===== config.mk =====
export PLATFORM = sky130hd
export DESIGN_NAME = vector_reducer
export DESIGN_NICKNAME = d
export VERILOG_FILES = /design/src/rtl/vector_reducer.sv
export SDC_FILE = /design/constraint.sdc
export NUM_CORES = 2
export LEC_CHECK = 0
export ABC_AREA = 1
export CORE_MARGIN = 4
export CORE_UTILIZATION = 50
export CTS_BUF_LIST = sky130_fd_sc_hd__clkbuf_2 sky130_fd_sc_hd__clkbuf_4 sky130_fd_sc_hd__clkbuf_8
export DETAILED_ROUTE_END_ITERATION = 16
export PLACE_DENSITY_LB_ADDON = 0.2
export RECOVER_POWER = 25
export SYNTH_ARGS = -nofsm -noshare
export SYNTH_HDL_FRONTEND = slang
export SYNTH_SLANG_ARGS = --single-unit

===== constraint.sdc =====
create_clock -name clk -period 9.5 [get_ports clk]
set_input_delay 0.95 -clock clk [delete_from_list [all_inputs] [get_ports clk]]
set_output_delay 0.95 -clock clk [all_outputs]
set_load 0.05 [all_outputs]

===== src/rtl/vector_reducer.sv =====
// rtl/vector_reducer.sv - streaming pipelined SUM/MIN/MAX tree reduction of a LENGTH-element vector
// Optional feature macro: VECTOR_REDUCER_MASK_EN (adds per-element elem_mask input).
module vector_reducer #(
    parameter int DATA_WIDTH = 32,
    parameter int LENGTH     = 8,
    parameter int SIGNED     = 0,
    localparam int NO_OF_STAGE  = $clog2(LENGTH),
    localparam int RESULT_WIDTH = DATA_WIDTH + $clog2(LENGTH)
) (
    input  logic                         clk,
    input  logic                         rst,
    input  logic                         flush,
    input  logic                         in_valid,
    output logic                         in_ready,
    input  logic [LENGTH*DATA_WIDTH-1:0] data_in,
    input  logic [1:0]                   op_sel,
`ifdef VECTOR_REDUCER_MASK_EN
    input  logic [LENGTH-1:0]            elem_mask,
`endif
    output logic                         out_valid,
    input  logic                         out_ready,
    output logic [RESULT_WIDTH-1:0]      out_data,
    output logic                         busy
);

    localparam int NS     = NO_OF_STAGE;
    localparam int RW     = RESULT_WIDTH;
    localparam int LEAVES = 1 << NS;
    localparam logic [1:0] OP_MIN = 2'b01;
    localparam logic [1:0] OP_MAX = 2'b10;

    function automatic logic [RW-1:0] f_ext(input logic [DATA_WIDTH-1:0] x);
        logic [RW-1:0] v;
        if (SIGNED != 0) v = {{NS{x[DATA_WIDTH-1]}}, x};
        else             v = {{NS{1'b0}}, x};
        return v;
    endfunction

    function automatic logic [RW-1:0] f_identity(input logic [1:0] op);
        logic [DATA_WIDTH-1:0] v;
        v = '0;
        if (op == OP_MIN)
            v = (SIGNED != 0) ? {1'b0, {(DATA_WIDTH-1){1'b1}}} : {DATA_WIDTH{1'b1}};
        else if (op == OP_MAX)
            v = (SIGNED != 0) ? {1'b1, {(DATA_WIDTH-1){1'b0}}} : {DATA_WIDTH{1'b0}};
        return f_ext(v);
    endfunction

    function automatic logic [RW-1:0] f_combine(input logic [1:0] op,
                                                input logic [RW-1:0] a,
                                                input logic [RW-1:0] b);
        logic          lt;
        logic [RW-1:0] r;
        lt = (SIGNED != 0) ? ($signed(a) < $signed(b)) : (a < b);
        case (op)
            OP_MIN:  r = lt ? a : b;
            OP_MAX:  r = lt ? b : a;
            default: r = a + b;
        endcase
        return r;
    endfunction

    logic [LENGTH-1:0] w_mask;
`ifdef VECTOR_REDUCER_MASK_EN
    assign w_mask = elem_mask;
`else
    assign w_mask = '1;
`endif

    // Heap layout: node i has children 2i and 2i+1; leaves occupy LEAVES..2*LEAVES-1.
    logic [RW-1:0] w_leaf [LEAVES];
    logic [RW-1:0] w_next [1:LEAVES-1];
    logic [RW-1:0] r_node [1:LEAVES-1];
    logic [1:0]    r_op   [1:NS];
    logic [NS:1]   r_vld;
    logic          w_advance;

    for (genvar j = 0; j < LEAVES; j++) begin : g_leaf
        if (j < LENGTH) begin : g_elem
            assign w_leaf[j] = w_mask[j] ? f_ext(data_in[j*DATA_WIDTH +: DATA_WIDTH])
                                         : f_identity(op_sel);
        end else begin : g_pad
            assign w_leaf[j] = f_identity(op_sel);
        end
    end

    for (genvar i = 1; i < LEAVES; i++) begin : g_node
        localparam int LVL = NS + 1 - $clog2(i + 1);
        logic [1:0]    w_op;
        logic [RW-1:0] w_a;
        logic [RW-1:0] w_b;
        if (LVL == 1) begin : g_from_leaf
            assign w_op = op_sel;
            assign w_a  = w_leaf[2*i - LEAVES];
            assign w_b  = w_leaf[2*i + 1 - LEAVES];
        end else begin : g_from_node
            assign w_op = r_op[LVL-1];
            assign w_a  = r_node[2*i];
            assign w_b  = r_node[2*i + 1];
        end
        assign w_next[i] = f_combine(w_op, w_a, w_b);
    end

    assign w_advance = !r_vld[NS] || out_ready;
    assign in_ready  = w_advance && !flush;
    assign out_valid = r_vld[NS];
    assign out_data  = r_node[1];
    assign busy      = |r_vld;

    always_ff @(posedge clk or posedge rst) begin
        if (rst) begin
            r_vld <= '0;
            for (int k = 1; k <= NS; k++) r_op[k] <= '0;
            for (int i = 1; i < LEAVES; i++) r_node[i] <= '0;
        end else if (flush) begin
            r_vld <= '0;
        end else if (w_advance) begin
            r_vld[1] <= in_valid;
            r_op[1]  <= op_sel;
            for (int k = 2; k <= NS; k++) begin
                r_vld[k] <= r_vld[k-1];
                r_op[k]  <= r_op[k-1];
            end
            for (int i = 1; i < LEAVES; i++) r_node[i] <= w_next[i];
        end
    end

endmodule


# --- Word level (Yosys, flattened, before mapping) ---
# Index checks and enable logic that the tools add are counted.
word_totals:
  ff_bits: 252
  inputBits: 263
  output_inout_bits: 38
  wordCells: 61
classes:
  n_addsub: 7
  n_lt_le_gt_ge: 7
  eq_ne: 6
  muxes: 23
  n_bitwise: 1
  n_reduce_logical: 7
op_table:
  columns: ["cell", "n"]
  rows:
  - ["33-bit case mux with 2 select lines", 4]
  - ["32-bit two-way mux", 8]
  - ["35-bit two-way mux", 6]
  - ["35-bit case mux with 2 select lines", 3]
  - ["32-bit by 32-bit adder with 33-bit output", 4]
  - ["32-bit < comparator", 4]
  - ["35-bit adder", 3]
  - ["35-bit < comparator", 3]
  - ["2-bit by 1-bit == test with 1-bit output (second input constant)", 3]
  - ["2-bit == test (second input constant)", 3]
  - ["3-bit two-way mux", 2]
  - ["3-bit OR reduction", 1]
  - ["1-bit logical NOT", 2]
  - ["2-bit AND reduction", 1]
  - ["2-bit nonzero test", 1]
  - ["1-bit logical AND", 1]
  - ["1-bit logical OR", 1]
  - ["1-bit NOT", 1]

# --- Longest topological paths before layout ---
logic_depth:
  word_depth: 4
  mapped_depth: 21
  ltp_nobuf: 20

# --- Least setup slack after synthesis ---
# OpenSTA, ideal clock, no wires.
synth_path:
  path_type: "in2out"
  start: "input port out_ready"
  end: "output port in_ready"
  t_arrival_ns: 2.130
  required_time_ns: 8.550
  setup_slack_ns: 6.420
  cell_stages: 6
  n_path_buf: 2
  cell_sequence: "inv_1 nand2_1 nand2_1 clkinv_1 clkbuf_1 clkbuf_1"
synth_via:
  elab_chain_len: 2
synth_lines:
  columns: ["element", "line", "text"]
  rows:
  - ["from (decl)", "21", "input logic out_ready,"]
  - ["1-bit logical OR", "104", "assign w_advance = !r_vld[NS] || out_ready;"]
  - ["1-bit logical AND", "105", "assign in_ready = w_advance && !flush;"]
  - ["to (decl)", "14", "output logic in_ready,"]
# No other way between the ends.

# --- Final worst setup path ---
# Ends and elaborated chain as after synthesis.

==> run_results.csv <==
group,metric,value,unit
clock_network,htreeDepth,2,
grt,grt_pass1_vias,44000,
sta,maxSlewHeadroom,-247,%
logic_synthesis,ys_seq_area_share,15.0,%
logic_synthesis,ys_ff_latch,242,
setup_path,crit_buf_inv,4,
sta,drv_slew,171,
clock_network,cts_resized,0,
grt,grt_use_total,35.7,%
sta,max_freq,171,MHz
setup_path,r2r_cells,8,
setup_path,cp-start-kind,"primary input",
sta,worst_pin_slew,5.17,ns
place,portBuffers,300,
hold_path,hp-start,"out_data[3]",
layout,area_growth,11.5,%
setup_path,slowest_stage,"nand2_1",
clock_network,root_buffer,"clkbuf_8",
power_and_ir_drop,switchingPower,5.04,mW
sta,hold_viol,0,
logic_synthesis,syn-cell-area,40300,µm²
sta,finalCritPeriodShare,61.4,%
logic_synthesis,synth_cell_type_count,50,
setup_path,path_common_cell,"nand2_1",
power_and_ir_drop,seqPwrFrac,19.1,%
die,core_area,79500,µm²
setup_path,cpLargestDelayFamily,"buffers and inverters",
setup_path,path_cells,"dlygate4sd3_1, inv_1, nand2_1, nand2_1, inv_8, clkdlybuf4s50_1",
logic_synthesis,avgSynthCellArea,5.61,µm²
power_and_ir_drop,irDropWorstVdd,0.000232,V
setup_path,worstPathArrival,4.88,ns
clock_network,clk_path_buf_depth,3,
routing,post_drt_wl_per_cell,18.8,µm
setup_path,rrSetupSlack,4.53,ns
outcome,outcome,"finished with violations",
power_and_ir_drop,p_sw_share,55.7,%
sta,postLayoutSetupSlackWorst,3.67,ns
clock_network,clk_pin_slew_worst_paths,0.05,ns
die,start_util,50.7,%
logic_synthesis,synth_fp_nets,7921,
clock_network,cts_tree,"yes",
place,pre_cts_ws,4.96,ns
routing,final_antenna_net_count,0,
hold_path,holdPathEnd,"out_data[3]",
clock_network,cts_buffers,49,
flow_run,cap_viol_max_count,2,
sta,fin_skew,0.0311,ns
layout,final_common_cell,"nand2_1",
die,io-pin-count,301,
clock_network,clock_latency,0.68,ns
routing,drt-initial-drc-count,4580,
hold_path,whs_path_depth,2,
power_and_ir_drop,comb_power_share,66.2,%
sta,rsz0062_at_grt,"false",
routing,via_count,47500,
layout,fillerInstances,8370,
grt,gr-total-overflow,0,
grt,grt_pass1_wl,247000,µm
power_and_ir_drop,pwr-share-clk,14.7,%
setup_path,critPathKind,"primary input to primary output",
setup_path,path_depth,6,
setup_path,cp_max_fo,63,
sta,finalCriticalPeriod,5.83,ns
power_and_ir_drop,power_density,201,nW/µm²
clock_network,cts_hold_repair.buffers,0,
routing,via_per_inst,5.65,
setup_path,slowest_delay,1.28,ns
setup_path,cp_data_required_time,8.55,ns
layout,fin_nets,8037,
grt,grt_start_max_net_pins,127,
setup_path,r2r-start,"r_vld[3]",
power_and_ir_drop,p_leak,24.4,nW
outcome,violations,"max-capacitance violations, max-slew violations",
clock_network,clock-sinks,242,
layout,drive_gt1_share,2.22,%
power_and_ir_drop,intPower,4.00,mW
logic_synthesis,netlist_instances,7189,
sta,fin_tns_setup,0,ns
place,routabilityCongestion,0.997,
die,die_y,292,µm
setup_path,end_kind,"primary output",
place,dpl.hpwl,125000,µm
die,rows,103,
layout,final_cell_mix,"nand2_1, inv_1, nand3_1",
logic_synthesis,ys_async_sr_fraction,100,%
grt,antenna_found_initial,16,
die,dieArea,85300,µm²
die,dieWidth,292,µm
routing,drc,0,
logic_synthesis,synth-edff-count,0,
routing,drt_pre_antenna_iters,8,
setup_path,reg2reg_to,"g_node[3].w_a[18]",
logic_synthesis,yosys_warnings,0,
logic_synthesis,synth-main-ff-cell,"dfrtp_1",
clock_network,postCtsSetupRepairBufs,0,
hold_path,hold_class,"register to register",
routing,routed_wirelength,158000,µm
sta,setup_violations,0,
[sequential cells by signal, summed over array words and instances (netlist names)]
name and count:
g_node.w_a 100, g_node.w_b 100, g_node.w_op 4, out_data 35
r_vld 3
[cell type report]
class                   count  area (µm²)  area share [%]
diodes                      8        20.0          0.0445
clock buffers              70         907            2.02
clock inverters            19         262           0.581
inverters                1137        4280            9.52
multi-input cells        5540       28900            64.2
flip-flops and latches    242        6060            13.5
well taps                1050        1310            2.92
repair buffers            335        3280            7.29
[synth_stat cells, types with 4 or more instances]
| cell | number | share of area [%] |
|---|---|---|
| nand2_1 | 2106 | 20 |
| inv_1 | 1131 | 11 |
| nand3_1 | 943 | 12 |
| nor2_1 | 675 | 6.3 |
| a21oi_1 | 535 | 6.6 |
| ha_1 | 462 | 14 |
| o21ai_0 | 305 | 3.8 |
| dfrtp_1 | 242 | 15 |
| clkbuf_1 | 144 | 1.3 |
| o211ai_1 | 134 | 2.5 |
| nor3_1 | 67 | 0.83 |
| buf_2 | 66 | 0.82 |
| nand4_1 | 52 | 0.81 |
| o21ai_1 | 52 | 0.65 |
| o21bai_1 | 36 | 0.67 |
| buf_1 | 33 | 0.31 |
| a21o_1 | 31 | 0.58 |
| xor2_1 | 26 | 0.56 |
| o21a_1 | 23 | 0.43 |
| buf_4 | 12 | 0.22 |
| buf_6 | 12 | 0.33 |
| and3_1 | 11 | 0.17 |
| nor4_1 | 11 | 0.17 |
| a21boi_0 | 8 | 0.15 |
| fa_1 | 7 | 0.35 |
| nand3b_1 | 7 | 0.13 |
| o22ai_1 | 5 | 0.078 |
| or2_2 | 5 | 0.078 |
| a31oi_1 | 4 | 0.062 |
| inv_2 | 4 | 0.037 |
| xnor2_1 | 4 | 0.087 |
[worst reg2reg max path, stage by stage (launching register included)]
cell	delay, ns
dfrtp_1	0.41
nand2_1	0.10
nand2_1	1.28
inv_8	1.03
buf_4	0.76
buf_4	0.71
nand2_1	0.16
a21oi_1	0.32
nor2_1	0.07
[through the flow]
| step | total power, mW | hold slack (ns) | instance area (µm²) | utilization [%] | cells |
|---|---|---|---|---|---|
| 2_1_floorplan | 5.82 | 0.474 | 40300 | - | 7189 |
| 4_1_cts | 8.94 | 0.481 | 45000 | 56.6 | 8393 |
| 3_5_place_dp | 7.58 | 0.464 | 43800 | 55.1 | 8304 |
| 5_1_grt | 9.85 | 0.514 | 45000 | 56.6 | 8399 |
| 6_report | 9.04 | 0.475 | 45000 | 56.6 | 8401 |
| 3_3_place_gp | 7.49 | 0.462 | 43800 | 55.1 | 8304 |
[cell families after synthesis]
| group | after synthesis | share of synthesized area (%) |
|---|---|---|
| flip-flops | 242 | 15.0 |
| XOR/XNOR | 30 | 0.651 |
| AND/OR/NAND/NOR | 3893 | 40.1 |
| AO/OA/AOI/OAI | 1148 | 15.9 |
| adder cells (fa/ha/maj) | 469 | 14.7 |
| buffers and inverters | 1407 | 13.7 |
[routing by layer]
metal / track usage (%) / part of all wire, %
met5: 0 / 0.060
met4: 9.92 / 3.0
met3: 5.68 / 8.7
met2: 56.8 / 44
met1: 50.1 / 44
[power by group through the flow]
stage	Combinational (mW)	Sequential, mW	Clock, mW
after floorplan	4.03	1.79	0
after global placement	5.77	1.72	0
final	5.98	1.73	1.33
after global routing	6.69	1.76	1.40
after detailed placement	5.84	1.73	0
after CTS	5.87	1.71	1.35
[how the worst max path moves through the flow]
stage / end / slack [ns] / from
after global routing: in_ready / 3.48 / out_ready
final: in_ready / 3.67 / out_ready
after detailed placement: g_node[3].w_a[31] / 4.96 / data_in[165]
after CTS: g_node[1].w_a[28] / 5.10 / g_node[2].w_a[31]
after global placement: g_node[3].w_a[18] / 5.03 / out_ready
after floorplan: g_node[1].w_a[0] / 1.91 / rst
(Power assumes the default switching activity.)
